==> src/rtl/uart_rx_ctrl.sv <==
// UART receive controller: oversample tick generation, show-ahead frame FIFO,
// sticky overrun and saturating error counters.
module uart_rx_ctrl #(
    parameter int FIFO_DEPTH = 8,
    parameter int DIV_W      = 16,
    parameter int CNT_W      = 8
) (
    input  logic                          clk,
    input  logic                          reset,
    input  logic                          enable,
    input  logic [DIV_W-1:0]              divisor,
    input  logic                          drop_bad,
    output logic                          sample_tick,
    input  logic [7:0]                    rx_data,
    input  logic                          rx_valid,
    input  logic                          rx_parity_err,
    input  logic                          rx_stop_err,
    input  logic                          rd_en,
    output logic [8:0]                    rd_data,
    output logic                          rd_valid,
    output logic [$clog2(FIFO_DEPTH):0]   fifo_count,
    output logic                          overrun,
    input  logic                          clr_status,
    output logic [CNT_W-1:0]              parity_err_cnt,
    output logic [CNT_W-1:0]              stop_err_cnt,
    output logic [1:0]                    state_o
);

    localparam int AW = $clog2(FIFO_DEPTH);
    localparam int CW = AW + 1;

    typedef enum logic [1:0] {
        S_IDLE  = 2'd0,
        S_RUN   = 2'd1,
        S_DRAIN = 2'd2,
        S_BAD   = 2'd3
    } state_t;

    state_t             r_state;
    state_t             w_next;
    logic [DIV_W-1:0]   r_tick_cnt;
    logic [DIV_W-1:0]   w_term;
    logic               w_tick;
    logic [8:0]         r_mem [FIFO_DEPTH];
    logic [AW-1:0]      r_wptr;
    logic [AW-1:0]      r_rptr;
    logic [CW-1:0]      r_count;
    logic [8:0]         r_last;
    logic               r_overrun;
    logic [CNT_W-1:0]   r_par_cnt;
    logic [CNT_W-1:0]   r_stop_cnt;
    logic               r_stop_q;
    logic               w_run;
    logic               w_empty;
    logic               w_full;
    logic               w_wr_req;
    logic               w_wr;
    logic               w_pop;
    logic               w_par_inc;
    logic               w_stop_inc;
    logic               w_ovf;

    // ---------------- controller FSM ----------------
    always_ff @(posedge clk or posedge reset) begin
        if (reset) begin
            r_state <= S_IDLE;
        end else begin
            r_state <= w_next;
        end
    end

    always_comb begin
        w_next = S_IDLE;
        unique case (r_state)
            S_IDLE: begin
                w_next = enable ? S_RUN : S_IDLE;
            end
            S_RUN: begin
                if (enable) begin
                    w_next = S_RUN;
                end else if (!w_empty) begin
                    w_next = S_DRAIN;
                end else begin
                    w_next = S_IDLE;
                end
            end
            S_DRAIN: begin
                if (enable) begin
                    w_next = S_RUN;
                end else if (w_empty) begin
                    w_next = S_IDLE;
                end else begin
                    w_next = S_DRAIN;
                end
            end
            default: begin
                w_next = S_IDLE;
            end
        endcase
    end

    assign w_run   = (r_state == S_RUN);
    assign state_o = r_state;

    // ---------------- oversample tick ----------------
    // Compare with >= so a shrinking divisor wraps on the very next cycle.
    assign w_term = (divisor == '0) ? '0 : divisor - DIV_W'(1);
    assign w_tick = w_run && (r_tick_cnt >= w_term);

    always_ff @(posedge clk or posedge reset) begin
        if (reset) begin
            r_tick_cnt <= '0;
        end else if (!w_run || w_tick) begin
            r_tick_cnt <= '0;
        end else begin
            r_tick_cnt <= r_tick_cnt + DIV_W'(1);
        end
    end

    assign sample_tick = w_tick;

    // ---------------- FIFO ----------------
    assign w_empty  = (r_count == '0);
    assign w_full   = (r_count == CW'(FIFO_DEPTH));
    assign w_wr_req = w_run && rx_valid && !(drop_bad && rx_parity_err);
    assign w_pop    = rd_en && !w_empty;
    assign w_wr     = w_wr_req && (!w_full || w_pop);
    assign w_ovf    = w_wr_req && w_full && !w_pop;

    always_ff @(posedge clk) begin
        if (w_wr) begin
            r_mem[r_wptr] <= {rx_parity_err, rx_data};
        end
    end

    always_ff @(posedge clk or posedge reset) begin
        if (reset) begin
            r_wptr  <= '0;
            r_rptr  <= '0;
            r_count <= '0;
            r_last  <= '0;
        end else begin
            if (w_wr) begin
                r_wptr <= r_wptr + AW'(1);
            end
            if (w_pop) begin
                r_rptr <= r_rptr + AW'(1);
                r_last <= r_mem[r_rptr];
            end
            unique case ({w_wr, w_pop})
                2'b10:   r_count <= r_count + CW'(1);
                2'b01:   r_count <= r_count - CW'(1);
                default: r_count <= r_count;
            endcase
        end
    end

    // Once empty, the last popped entry stays visible on rd_data.
    assign rd_valid   = !w_empty;
    assign rd_data    = w_empty ? r_last : r_mem[r_rptr];
    assign fifo_count = r_count;

    // ---------------- status ----------------
    assign w_par_inc  = w_run && rx_valid && rx_parity_err;
    assign w_stop_inc = w_run && rx_stop_err && !r_stop_q;

    always_ff @(posedge clk or posedge reset) begin
        if (reset) begin
            r_stop_q   <= 1'b0;
            r_overrun  <= 1'b0;
            r_par_cnt  <= '0;
            r_stop_cnt <= '0;
        end else begin
            r_stop_q <= rx_stop_err;
            if (clr_status) begin
                r_overrun  <= 1'b0;
                r_par_cnt  <= '0;
                r_stop_cnt <= '0;
            end else begin
                if (w_ovf) begin
                    r_overrun <= 1'b1;
                end
                if (w_par_inc && (r_par_cnt != '1)) begin
                    r_par_cnt <= r_par_cnt + CNT_W'(1);
                end
                if (w_stop_inc && (r_stop_cnt != '1)) begin
                    r_stop_cnt <= r_stop_cnt + CNT_W'(1);
                end
            end
        end
    end

    assign overrun        = r_overrun;
    assign parity_err_cnt = r_par_cnt;
    assign stop_err_cnt   = r_stop_cnt;

endmodule

==> config.mk <==
export PLATFORM = sky130hd
export DESIGN_NAME = uart_rx_ctrl
export DESIGN_NICKNAME = d
export VERILOG_FILES = /design/src/rtl/uart_rx_ctrl.sv
export SDC_FILE = /design/constraint.sdc
export NUM_CORES = 1
export LEC_CHECK = 0
export ABC_CLOCK_PERIOD_IN_PS = 4500
export CAP_MARGIN = 20
export CORE_ASPECT_RATIO = 0.5
export CORE_MARGIN = 8
export CORE_UTILIZATION = 45
export CTS_CLUSTER_SIZE = 16
export DETAILED_ROUTE_END_ITERATION = 12
export PLACE_DENSITY = 0.66
export SLEW_MARGIN = 40
export SYNTH_ARGS = -nofsm -noshare
export SYNTH_HDL_FRONTEND = slang
export SYNTH_SLANG_ARGS = --single-unit
==> constraint.sdc <==
create_clock -name clk -period 4.5 [get_ports clk]
set_input_delay 0.45 -clock clk [delete_from_list [all_inputs] [get_ports clk]]
set_output_delay 0.45 -clock clk [all_outputs]
set_load 0.01 [all_outputs]
==> impl_metrics.ini <==
[run_status]
run_status = finished clean

[routing]
detail_route.drc_violations = 0
routed_wire_length_per_instance_um = 16.71
finalWirelength_um = 12870
drt_pre_antenna_iters = 4
drt.antenna.violating_nets = 0
drt-initial-drc-count = 185
via_density_per_instance = 5.260
routed-via-count = 4050

[pwr]
power.net_switching_mw = 1.272
peakVddDrop_v = 0.0003086
combinationalPowerShare_pct = 27.8
cellInternalPower_mw = 2.763
pwr-share-clk_pct = 33.9
power_switching_share_pct = 31.53
cellLeakagePower_nw = 3.038
post-layout-total-power_mw = 4.034
power_frac_seq_pct = 38.3
power_density_nw_per_um2 = 521.0

[floorplan]
die_footprint_um2 = 17680
die_w_um = 180.2
pin_count = 67
floorplan.initialDensity_pct = 45.39
floorplan.die.height_um = 98.10
core_um2 = 13360
placementRows = 30

[synthesis]
yosys_register_bits = 127
yosys_most_used_dff = sky130_fd_sc_hd__edfxtp_1
ys_types = 44
synth_top_area_cell = sky130_fd_sc_hd__edfxtp_1
avgSynthCellArea_um2 = 12.61
synthTopCellsByArea = sky130_fd_sc_hd__edfxtp_1 36%, sky130_fd_sc_hd__dfrtp_1 23%, sky130_fd_sc_hd__mux4_2 6.7%
post-synth-top-count-cell = sky130_fd_sc_hd__edfxtp_1
netlist_area_um2 = 6066
netlist.area_leader.share_pct = 35.64
synth_async_sr_flop_share_pct = 43.31
synthesized_net_count = 543
yosysWarnings = 0
synth-edff-count = 72
seq_area_frac_synth_pct = 58.33
synthesis.instances = 481
synthTopCellsByCount = 72 x sky130_fd_sc_hd__edfxtp_1, 55 x sky130_fd_sc_hd__dfrtp_1, 54 x sky130_fd_sc_hd__nor2_1, 41 x sky130_fd_sc_hd__nand2_1, 28 x sky130_fd_sc_hd__ha_1

[cts]
h_tree_levels = 4
clock_pin_slew_on_the_worst_setup_and_hold_paths_ns = 0.06
clock-root-buffer = sky130_fd_sc_hd__clkbuf_16
insertion_delay_ns = 0.41
tritoncts_clock_tree = done
cts_inserted_buffers = 17
cts_buffer_depth = 2
cts_hold_buffers_added = 0
cts_sinks = 127

[layout]
drive_above_1_share_pct = 16.33
nFillCells = 1076
finalInstanceArea_um2 = 7744
n_antenna_cell = 0
layout-area-overhead-vs-synth_pct = 27.66
layout.nets = 643

[setup_path]
setup.worst_path.class = input port to primary output
critical_path_peak_fanout = 2
crit_path_end_kind = primary output
worst_ep_required_time_ns = 4.05
type_of_origin_of_the_critical_path = input port
timing.critical_path.arrival_ns = 3.96

[timing]
period_share_pct = 98.07
rsz0062_at_grt = no
report.final.slew_viol_count = 0
tightestPinTransition_ns = 0.8032
setup_viol = 0
holdWs_ns = 0.4321
post-route-min-period_ns = 4.413
relSlewSlack_pct = 46.45
hold_viol = 0
maximum_clock_frequency_mhz = 226.6
final.setup_skew_ns = 0.01038

[grt]
grt-ovfl-total = 0
number_of_antenna_violations_at_the_first_check_in_global_routing = 0
grt_first_pass_wirelength_um = 20960
first_global_vias = 4121
grt_start_max_net_pins = 31
grtUsageTotal_pct = 14.87

[placement]
dp_hpwl_um = 8599
placed_area_um2 = 7138
gp_routability_congestion = 0.7475
port_buffer_count = 66

[min_path]
min-delay-path-class = input port to asynchronous set/reset pin

[job]
cap_viol_max_count = 0
[worst max-delay path: stages]
cell and delay [ns]:
sky130_fd_sc_hd__clkdlybuf4s50_1 0.44, sky130_fd_sc_hd__or4_4 0.56, sky130_fd_sc_hd__or3_4 0.34, sky130_fd_sc_hd__or4_4 0.49, sky130_fd_sc_hd__nor3_2 0.12, sky130_fd_sc_hd__a21oi_1 0.07, sky130_fd_sc_hd__ha_1 0.29, sky130_fd_sc_hd__nand4_1 0.12
sky130_fd_sc_hd__a211o_1 0.25, sky130_fd_sc_hd__or4_4 0.52, sky130_fd_sc_hd__a21boi_2 0.15, sky130_fd_sc_hd__buf_2 0.15
[area by class of cell]
cell class                      count  area [um2]  share of cell area [%]
Clock inverter                     15       168.9                   2.181
Sequential cell                   127        3540                   45.71
Tap cell                          176       220.2                   2.844
Inverter                           14       52.55                  0.6786
Multi-Input combinational cell    325        2444                   31.56
Timing Repair Buffer               96       893.4                   11.54
Clock buffer                       17       425.4                   5.494
[cells in the final DEF (no fill, tap or decap), types with 2 or more instances in the layout]
cell and n:
sky130_fd_sc_hd__a21oi_1 21, sky130_fd_sc_hd__o21ai_0 17, sky130_fd_sc_hd__xor2_1 22, sky130_fd_sc_hd__xnor2_1 19, sky130_fd_sc_hd__inv_8 6, sky130_fd_sc_hd__mux2_2 3
sky130_fd_sc_hd__nor4_2 2, sky130_fd_sc_hd__a211oi_1 2, sky130_fd_sc_hd__inv_6 3, sky130_fd_sc_hd__and3_1 7, sky130_fd_sc_hd__and4_1 3, sky130_fd_sc_hd__mux4_2 18
sky130_fd_sc_hd__nand3_1 19, sky130_fd_sc_hd__nor3b_1 3, sky130_fd_sc_hd__nand2b_1 4, sky130_fd_sc_hd__mux2i_1 13, sky130_fd_sc_hd__nand4_1 7, sky130_fd_sc_hd__nor3_2 2
sky130_fd_sc_hd__clkinvlp_4 2, sky130_fd_sc_hd__or4_4 3, sky130_fd_sc_hd__buf_4 29, sky130_fd_sc_hd__nor2_2 2, sky130_fd_sc_hd__clkbuf_16 17, sky130_fd_sc_hd__ha_1 28
sky130_fd_sc_hd__dfrtp_1 54, sky130_fd_sc_hd__or3_1 4, sky130_fd_sc_hd__nand2_1 41, sky130_fd_sc_hd__nor4_1 2, sky130_fd_sc_hd__nand3b_1 3, sky130_fd_sc_hd__clkdlybuf4s50_1 65
sky130_fd_sc_hd__edfxtp_1 72, sky130_fd_sc_hd__inv_1 13, sky130_fd_sc_hd__nor2_1 52, sky130_fd_sc_hd__nor3_1 13
[sequential cells by signal, summed over array words and instances (netlist names)]
register and flops:
r_mem 72, r_wptr 3, overrun 1, r_tick_cnt 16, r_rptr 3, r_stop_q 1
stop_err_cnt 8, fifo_count 4, parity_err_cnt 8, state_o 2, r_last 9
[power groups by stage]
| stage | Clock, mW | Sequential, mW | Combinational [mW] |
|---|---|---|---|
| finish | 1.37 | 1.55 | 1.12 |
| global route | 1.45 | 1.57 | 1.23 |
| CTS | 1.39 | 1.55 | 1.15 |
| detailed placement | 0 | 1.57 | 1.14 |
| global placement | 0 | 1.56 | 1.12 |
| floorplan | 0 | 1.48 | 0.734 |
[worst paths after layout]
check                              startpoint             to  slack [ns]  cells past startpoint
worst max-delay path               divisor[7]    sample_tick        0.09                     12
worst min-delay path                    reset  r_tick_cnt[7]        0.43                      2
worst max register to register  fifo_count[0]  fifo_count[3]        1.38                     10
worst min register to register      r_last[7]      r_last[7]        0.49                      2
max in group asynchronous               reset      r_rptr[1]        3.24                      3
min in group clk                    r_last[7]      r_last[7]        0.49                      2
[kinds of logic after synthesis]
kind of cell               Yosys count  synth area share (%)
and+or+nand+nor                    172                 13.78
DFF                                127                 58.33
AOI/OAI and AO/OA                   49                 4.600
xor gates and xnor gates            41                 5.920
muxes                               34                 9.385
buffers and inverters               29                 1.877
adders and majority gates           29                 6.106
[metrics by stage]
| stage | instances | util [%] | setup slack (ns) | setup TNS (ns) |
|---|---|---|---|---|
| floorplan | 481 | - | 0.5481 | 0 |
| global placement | 738 | 53.35 | -0.3846 | -0.3846 |
| detailed placement | 738 | 53.42 | -0.4839 | -0.4839 |
| CTS | 770 | 57.88 | 0.008330 | 0 |
| global route | 770 | 57.95 | 0.003996 | 0 |
| finish | 770 | 57.95 | 0.08677 | 0 |
[metal layers]
layer  track usage (%)  routed length (um)
met4             4.798                 116
met3             3.927                 539
met5                 0                   0
met1             18.65                6105
met2             24.88                6106
[timing repair]
item	4_1_cts	5_1_grt
pin swaps	1	4
gates resized for setup	7	1
setup buffers	0	0
setup endpoints to repair	1	1
(Power assumes the default switching activity.)
